$ cat config.mk
export PLATFORM = sky130hd
export DESIGN_NAME = lbi_row_hash
export DESIGN_NICKNAME = d
export VERILOG_FILES = /design/src/rtl/lbi_pkg.sv /design/src/rtl/lbi_adder_tree.sv /design/src/rtl/lbi_row_hash.sv
export SDC_FILE = /design/constraint.sdc
export NUM_CORES = 2
export LEC_CHECK = 0
export CORE_AREA = 2 2 490 492
export CTS_BUF_LIST = sky130_fd_sc_hd__clkbuf_8
export CTS_CLUSTER_DIAMETER = 60
export CTS_CLUSTER_SIZE = 14
export DETAILED_ROUTE_END_ITERATION = 7
export DIE_AREA = 0 0 492 494
export PLACE_DENSITY = 0.48
export SLEW_MARGIN = 20
export SYNTH_ARGS = -nofsm -noshare
export SYNTH_HDL_FRONTEND = slang
export SYNTH_SLANG_ARGS = --single-unit
$ cat constraint.sdc
create_clock -name clk -period 8.5 [get_ports clk]
set_input_delay 0.85 -clock clk [delete_from_list [all_inputs] [get_ports clk]]
set_output_delay 0.85 -clock clk [all_outputs]
set_load 0.01 [all_outputs]
$ cat src/rtl/lbi_pkg.sv
// lbi_pkg: shared state encoding, defaults and helpers for the LBI row-hash engine.
// Used by lbi_adder_tree and lbi_row_hash (optional feature macro: LBIROW_STALLCNT_EN).
package lbi_pkg;

    typedef enum logic [1:0] {
        IDLE    = 2'd0,
        RUNNING = 2'd1,
        DONE    = 2'd2
    } state_t;

    localparam int DEF_CHUNK = 16;
    localparam int DEF_OUTW  = 6;

    function automatic int clog2(input int value);
        int res;
        int v;
        res = 0;
        v   = value - 1;
        while (v > 0) begin
            res = res + 1;
            v   = v >> 1;
        end
        return res;
    endfunction

endpackage

$ cat src/rtl/lbi_adder_tree.sv
// lbi_adder_tree: masked, balanced combinational adder tree of CHUNK leaves.
// All partial sums are kept OUTW bits wide; the result is only needed mod 2^OUTW.
module lbi_adder_tree
    import lbi_pkg::*;
#(
    parameter int CHUNK = DEF_CHUNK,
    parameter int OUTW  = DEF_OUTW
) (
    input  logic [CHUNK-1:0]      mask,
    input  logic [CHUNK*OUTW-1:0] leaves,
    output logic [OUTW-1:0]       sum
);

    // Leaf count rounded up to a power of two; missing leaves read as 0.
    localparam int LV = clog2(CHUNK);
    localparam int NP = 1 << LV;

    for (genvar l = 0; l <= LV; l++) begin : g_lv
        logic [OUTW-1:0] s [NP >> l];
        if (l == 0) begin : g_leaf
            for (genvar i = 0; i < NP; i++) begin : g_i
                if (i < CHUNK) begin : g_real
                    assign s[i] = mask[i] ? leaves[i*OUTW +: OUTW] : '0;
                end else begin : g_pad
                    assign s[i] = '0;
                end
            end
        end else begin : g_add
            for (genvar i = 0; i < (NP >> l); i++) begin : g_i
                assign s[i] = g_lv[l-1].s[2*i] + g_lv[l-1].s[2*i+1];
            end
        end
    end

    assign sum = g_lv[LV].s[0];

endmodule

$ cat src/rtl/lbi_row_hash.sv
// lbi_row_hash: multi-row LBI row-hash engine, CHUNK message bits per round.
// Optional macro LBIROW_STALLCNT_EN adds a saturating stall_cnt[15:0] output.
module lbi_row_hash
    import lbi_pkg::*;
#(
    parameter int INPUTSIZE = 840,
    parameter int CHUNK     = DEF_CHUNK,
    parameter int OUTW      = DEF_OUTW,
    parameter int NROWS     = 4
) (
    input  logic                                         clk,
    input  logic                                         reset,
    input  logic [INPUTSIZE-1:0]                         msg_in,
    input  logic                                         msgin_vld,
    output logic                                         msgin_rdy,
    input  logic                                         start,
    input  logic [NROWS*CHUNK*OUTW-1:0]                  randomin,
    input  logic                                         rnd_vld,
    output logic [clog2((INPUTSIZE+CHUNK-1)/CHUNK)-1:0] rnd_idx,
    output logic                                         busy,
`ifdef LBIROW_STALLCNT_EN
    output logic [15:0]                                  stall_cnt,
`endif
    output logic [NROWS*OUTW-1:0]                        msgrow_out,
    output logic                                         msgrowout_vld,
    input  logic                                         out_rdy
);

    localparam int ROUNDS = (INPUTSIZE + CHUNK - 1) / CHUNK;
    localparam int IDXW   = clog2(ROUNDS);
    localparam int MSGW   = ROUNDS * CHUNK;

    state_t state_q;
    state_t state_d;

    logic [MSGW-1:0]      msg_q;
    logic [IDXW-1:0]      idx_q;
    logic [OUTW-1:0]      sum_q  [NROWS];
    logic [OUTW-1:0]      sum_nx [NROWS];
    logic [OUTW-1:0]      part   [NROWS];
    logic [NROWS*OUTW-1:0] sum_pk;
    logic [CHUNK-1:0]     mask;

    logic go;
    logic take;
    logic last;

    assign go   = (state_q == IDLE) && start;
    assign take = (state_q == RUNNING) && rnd_vld;
    assign last = take && (idx_q == IDXW'(ROUNDS - 1));

    // Message bits of the round currently being consumed.
    assign mask = msg_q[idx_q*CHUNK +: CHUNK];

    for (genvar r = 0; r < NROWS; r++) begin : g_row
        lbi_adder_tree #(
            .CHUNK (CHUNK),
            .OUTW  (OUTW)
        ) u_tree (
            .mask   (mask),
            .leaves (randomin[r*CHUNK*OUTW +: CHUNK*OUTW]),
            .sum    (part[r])
        );
        assign sum_nx[r] = sum_q[r] + part[r];
    end

    // Pack the post-round sums into the output row layout.
    always_comb begin
        sum_pk = '0;
        for (int r = 0; r < NROWS; r++) begin
            sum_pk[r*OUTW +: OUTW] = sum_nx[r];
        end
    end

    // Next-state logic: IDLE -> RUNNING -> DONE -> IDLE.
    always_comb begin
        state_d = state_q;
        unique case (state_q)
            IDLE:    if (start)   state_d = RUNNING;
            RUNNING: if (last)    state_d = DONE;
            DONE:    if (out_rdy) state_d = IDLE;
            default:              state_d = IDLE;
        endcase
    end

    // State register.
    always_ff @(posedge clk or negedge reset) begin
        if (!reset) begin
            state_q <= IDLE;
        end else begin
            state_q <= state_d;
        end
    end

    // Message capture, only while idle; upper pad bits stay zero.
    always_ff @(posedge clk or negedge reset) begin
        if (!reset) begin
            msg_q <= '0;
        end else if ((state_q == IDLE) && msgin_vld) begin
            msg_q <= MSGW'(msg_in);
        end
    end

    // Row accumulators and round index; frozen while rnd_vld is low.
    always_ff @(posedge clk or negedge reset) begin
        if (!reset) begin
            idx_q <= '0;
            for (int r = 0; r < NROWS; r++) begin
                sum_q[r] <= '0;
            end
        end else if (go) begin
            idx_q <= '0;
            for (int r = 0; r < NROWS; r++) begin
                sum_q[r] <= '0;
            end
        end else if (take) begin
            idx_q <= idx_q + 1'b1;
            for (int r = 0; r < NROWS; r++) begin
                sum_q[r] <= sum_nx[r];
            end
        end
    end

    // Result register: loaded with the final round, held until accepted.
    always_ff @(posedge clk or negedge reset) begin
        if (!reset) begin
            msgrow_out    <= '0;
            msgrowout_vld <= 1'b0;
        end else if (last) begin
            msgrow_out    <= sum_pk;
            msgrowout_vld <= 1'b1;
        end else if ((state_q == DONE) && out_rdy) begin
            msgrowout_vld <= 1'b0;
        end
    end

`ifdef LBIROW_STALLCNT_EN
    logic [15:0] stall_q;

    // Count starved RUNNING cycles, saturating; held outside RUNNING.
    always_ff @(posedge clk or negedge reset) begin
        if (!reset) begin
            stall_q <= '0;
        end else if (go) begin
            stall_q <= '0;
        end else if ((state_q == RUNNING) && !rnd_vld && (stall_q != 16'hFFFF)) begin
            stall_q <= stall_q + 16'd1;
        end
    end

    assign stall_cnt = stall_q;
`endif

    assign msgin_rdy = (state_q == IDLE);
    assign busy      = (state_q != IDLE);
    assign rnd_idx   = idx_q;

endmodule

; Yosys cells after proc, flatten, opt, wreduce, memory -nomap -nowiden
; Index checks and enable logic that the tools add are counted.
[word_totals]
mem_count = 0
output_inout_bits = 33
in_bits = 1230
ramBits = 0
mem_bits_ro = 0
word_cells = 165
latch_bits = 0
regBits = 897
[op_classes]
n_reduce_logical = 10
div_mod_pow = 0
n_mul = 0
mux = 74
eq_ne = 6
magnitude_cmp = 0
shift = 1
n_bitwise = 0
addsub = 65
[op_table]
columns = operator, count
row1 = indexed part select 848 x 11 -> 16 bit, 1
row2 = two-way mux 6 bit, 66
row3 = adder 6 bit, 64
row4 = two-way mux 24 bit, 2
row5 = "adder 6 x 1 -> 6 bit, second input constant", 1
row6 = "== test 6 bit, second input constant", 1
row7 = two-way mux 2 bit, 3
row8 = one-hot mux 2 bit (3 select lines), 1
row9 = nonzero test 2 bit, 3
row10 = logical AND 1 bit, 5
row11 = "inequality test 2 bit, second input constant", 2
row12 = AND reduction 3 bit, 1
row13 = "== test 2 x 1 -> 1 bit, second input constant", 1
row14 = "== test 2 bit, second input constant", 1
row15 = logical NOT 2 bit, 1
row16 = two-way mux 1 bit, 2
row17 = "inequality test 2 x 1 -> 1 bit, second input constant", 1

; Longest topological paths before layout
[logic_depth]
depth_word = 9
ltp_mapped = 36
depth_no_buf = 28

; By module
; From an unflattened synthesis, not the netlist that was laid out.
[unflattened]
hier_cells = 3645
hier_area_um2 = 50080.5
[by_module_without_submodules]
columns = module, seq_area_each_um2, n_inst, area_each_um2, cells_each
row1 = lbi_row_hash, 22446.5, 1, 40873.0, 2623
row2 = lbi_adder_tree (g_row[0].u_tree ...), 0.0, 2, 2299.7, 256
row3 = lbi_adder_tree (g_row[2].u_tree), 0.0, 1, 2306.0, 255
row4 = lbi_adder_tree (g_row[3].u_tree), 0.0, 1, 2302.2, 255

; Worst setup path before layout
; Ideal clock, no wire load.
[synth_timing]
kind = register -> register
startpoint = register idx_q[0] (netlist: rnd_idx[0])
endpoint = register msgrow_out[17]
stages_incl_launch_ff = 33
path_buffers = 9
arrival_ns = 8.117
t_required_ns = 8.367
slack_ns = 0.250
period_less_slack_ns = 8.250
setup_time_ns = 0.133
cell_sequence = dfrtp_1 > buf_6 > buf_12 > buf_12 > buf_12 > buf_12 > buf_12 > buf_6 > buf_6 > mux4_2 > a221oi_2 > a22oi_4 > clkbuf_1 > and2_1 > fa_1 > inv_1 > fa_1 > fa_1 > fa_1 > fa_1 > fa_1 > inv_1 > ha_1 > a21o_1 > a21oi_1 > xnor3_1 > xnor2_1 > xnor2_1 > xor3_1 > xnor3_1 > xor3_1 > xnor3_1 > o21ai_0
[synth_via]
elab_chain_cells = 7
word_cells_on_any_way = 35
classes_between = add/sub (16) / eq/ne (1) / shift (1) / mux (16) / reduce/logical (1)
[synth_lines]
columns = item, line
row1 = from (decl), lbi_row_hash.sv:37  ; logic [IDXW-1:0] idx_q;
row2 = from (signal assigned), lbi_row_hash.sv:117  ; idx_q <= idx_q + 1'b1;
row3 = indexed part select 848 x 11 -> 16 bit, lbi_row_hash.sv:53  ; assign mask = msg_q[idx_q*CHUNK +: CHUNK];
row4 = two-way mux 6 bit, lbi_adder_tree.sv:23  ; assign s[i] = mask[i] ? leaves[i*OUTW +: OUTW] : '0;
row5 = adder 6 bit (4 in series), lbi_adder_tree.sv:30  ; assign s[i] = g_lv[l-1].s[2*i] + g_lv[l-1].s[2*i+1];
row6 = adder 6 bit, lbi_row_hash.sv:64  ; assign sum_nx[r] = sum_q[r] + part[r];
row7 = to (signal assigned), lbi_row_hash.sv:130  ; msgrow_out <= sum_pk;
row8 = to (decl), lbi_row_hash.sv:24  ; output logic [NROWS*OUTW-1:0] msgrow_out,
; Several ways; a longest one is shown, not always the timed one.
; A chain may end at the register's enable or synchronous reset.

; Worst setup path after layout
[layout_timing]
startpoint = register idx_q[0] (netlist: rnd_idx[0])
endpoint = register sum_q[11] (netlist name)
[layout_via]
elab_chain_cells = 9
word_cells_on_any_way = 35
classes_between = add/sub (16) / shift (1) / mux (18)
[layout_lines]
columns = item, line
row1 = indexed part select 848 x 11 -> 16 bit *, lbi_row_hash.sv:53
row2 = two-way mux 6 bit, lbi_adder_tree.sv:23
row3 = adder 6 bit (3 in series), lbi_adder_tree.sv:30
row4 = adder 6 bit *, lbi_adder_tree.sv:30
row5 = adder 6 bit *, lbi_row_hash.sv:64
row6 = two-way mux 24 bit *, lbi_row_hash.sv:116  ; end else if (take) begin
row7 = two-way mux 24 bit *, lbi_row_hash.sv:111  ; end else if (go) begin
row8 = "to (signal, indexed assignment)", lbi_row_hash.sv:119  ; sum_q[r] <= sum_nx[r];
row9 = to (decl), lbi_row_hash.sv:38  ; logic [OUTW-1:0] sum_q [NROWS];
; Mark *: on every way between the ends. The rest lies on a longest branch, timed or not. The select of a mux whose other input is x is not followed.

==> qor.yml <==
ant_nets: 0
crit_top_cell: "fa_1"
status: "complete, no violations"
synthTopCellsByArea: "dfrtp_1 45%, mux2_2 19%, fa_1 10%"
drv_cap: 0
hold_ws_ns: 0.494
clock_sinks: 897
synthDistinctLibCells: 70
rsz0062_at_grt: "true"
overflow: 0
drc_errors: 0
syn_area_per_cell_um2: 13.9
htreeDepth: 3
io_pins: 1263
cp.arrival_ns: 9.12
synth_cells: 3595
dr.pass1.iters: 5
finalMaxSlewViolations: 0
area_delta_synth_final_pct: 43.8
startpoint_type: "flip-flop"
cts_tree: "done"
synth-async-reset-ratio_pct: 100
synthMuxAreaShare_pct: 30.0
place_congestion: 0.967
synthAdderAreaFrac_pct: 11.3
cts_buffer_depth: 3
path_buf_inv: 7
drtIter0Drc: 1866
slew_headroom_pct: 25.5
crit_fanout: 7
grt_first_pass_wirelength_mm: 338
num-nets-final: 6599
grt_pass1_vias: 39100
die_area_mm2: 0.243
setup_violations: 0
coreArea_mm2: 0.237
hold_viol: 0
crit_path_max_incr_delay_ns: 0.56
die_y_um: 494
numCtsBuffers: 109
via_per_inst: 4.30
syn_area_mm2: 0.0500
ys.flop_type: "dfrtp_1"
grt_max_degree: 169
finalCriticalPeriod_ns: 8.37
drive_above_1_share_pct: 32.0
rows: 179
totalWireLength_mm: 253
crit_required_ns: 9.25
cp-end-kind: "flip-flop"
path_clk_slew_ns: 0.07
tightestPinTransition_ns: 1.12
final_common_cell: "clkdlybuf4s50_1"
crit_slowest_cell: "fa_1"
dp_hpwl_mm: 209
cts_root_buf: "clkbuf_8"
die_x_um: 492
via_count: 36000
finalCritPeriodShare_pct: 98.5
start_util_pct: 21.0
synth_nets: 5127
yosysTopAreaCellShare_pct: 44.9
fin_worst_skew_ns: 0.0694
ys.warnings.count: 0
cp_top_family: "adder cells"
yosysTopAreaCell: "dfrtp_1"
clock_latency_ns: 0.94
multi_input_area_mm2: 0.0259
synth_compound_area_share_pct: 1.95
antenna_found_initial: 167
synth_xor_xnor_area_share_pct: 2.55
crit_type: "flip-flop to flip-flop"
wl_per_cell_um: 30.2
tns_ns: 0
synth_edf_count: 0
synth_simple_gate_area_share_pct: 5.09
fmax_mhz: 119
final_cell_mix: "1,261 x clkdlybuf4s50_1, 891 x dfrtp_1, 852 x mux2_2"
ys_seq_area_share_pct: 44.9
portBuffers: 1262
synth_seq_cells: 897
grt_usage_pct: 20.4
hold_path.class: "flip-flop to flip-flop"
regArea_mm2: 0.0225
fill_cells: 24400
synth_top_family_by_area: "multiplexers"
==> cell usage after synthesis (8+ instances only) <==
master / instances
xor2_1: 14
mux2i_1: 57
mux4_2: 181
a21oi_1: 23
dfrtp_1: 897
clkbuf_1: 143
mux4_1: 26
buf_2: 28
nand2b_1: 17
a22o_1: 21
o21ai_0: 21
xnor3_1: 13
buf_4: 12
nor2b_1: 17
ha_1: 50
and2_1: 111
and3_1: 14
nor2_1: 27
fa_1: 252
inv_1: 258
a22oi_1: 8
nand3_1: 9
nand2_1: 334
mux2_2: 856
xnor2_1: 91
buf_6: 14
==> registers in the layout, summed over array words and instances (netlist names) <==
register       flops
msg_q            840
msgrow_out        24
msgrowout_vld      1
rnd_idx            6
state_q            2
sum_q             24
==> cell families (layout without fill, tap and decap cells) <==
logic type      Yosys count  after routing
compound gates          132            132
xor+xnor                121            121
fa+ha+maj               302            302
buf+inv                 471           2034
flops                   897            897
mux                    1122           1122
other cells               0             45
simple gates            550            550
==> layout make-up <==
class,instances,share of cell area (%)
Antenna cell,45,0.157
Clock buffer,118,2.26
Clock inverter,84,1.35
Inverter,261,1.36
Multi-Input combinational cell,2227,36.1
Sequential cell,897,31.3
Tap cell,3167,5.51
Timing Repair Buffer,1571,22.0
==> metrics by stage <==
stage | utilization (%) | worst slack (ns) | instances | area (um2)
after floorplan | - | 0.250 | 3595 | 50000
after global routing | 30.2 | -0.151 | 8342 | 71800
after CTS | 30.1 | -0.0613 | 8304 | 71300
after detailed placement | 28.7 | -0.430 | 8068 | 68200
final | 30.3 | 0.131 | 8370 | 71900
after global placement | 28.7 | -0.303 | 8068 | 68200
==> worst reg2reg max path, delay by kind of cell, from the launching register on <==
family	cells	cell delay [ns]
adders and majority gates	7	3.32
buffers and inverters	7	0.79
AOI/OAI and AO/OA	5	1.11
xor gates and xnor gates	7	1.58
muxes	2	0.70
DFF	1	0.51
and+or+nand+nor	1	0.19
==> metal layers <==
metal / routed length, um / global-route usage, % / share of wire, % / vias up
met4: 6380 / 4.63 / 2.5 / 154
met1: 94200 / 22.7 / 37 / 18700
met5: 970 / 0 / 0.38 / -
met2: 133000 / 37.5 / 53 / 1216
li1: - / - / - / 15500
met3: 18100 / 6.32 / 7.2 / 447
==> worst paths after layout <==
kind | to | cells after the start | startpoint | slack (ns)
worst max-delay path | sum_q[11] | 29 | rnd_idx[0] | 0.13
worst min-delay path | sum_q[9] | 2 | sum_q[9] | 0.49
worst max register to register | sum_q[11] | 29 | rnd_idx[0] | 0.13
worst min register to register | sum_q[9] | 2 | sum_q[9] | 0.49
max in group asynchronous | msg_q[596] | 4 | reset | 5.73
min in group asynchronous | msg_q[31] | 2 | reset | 0.54
==> what timing repair did <==
item,4_1_cts,5_1_grt
buffers inserted,32,24
endpoints found under the hold margin,84,0
gates cloned,2,0
gates resized for setup,46,84
hold buffers,1,0
pin swaps,16,52
endpoints found under the setup margin,8,8
Power is not shown: default switching activity piles up to over one toggle a cycle in this logic, so the estimate is an artifact.
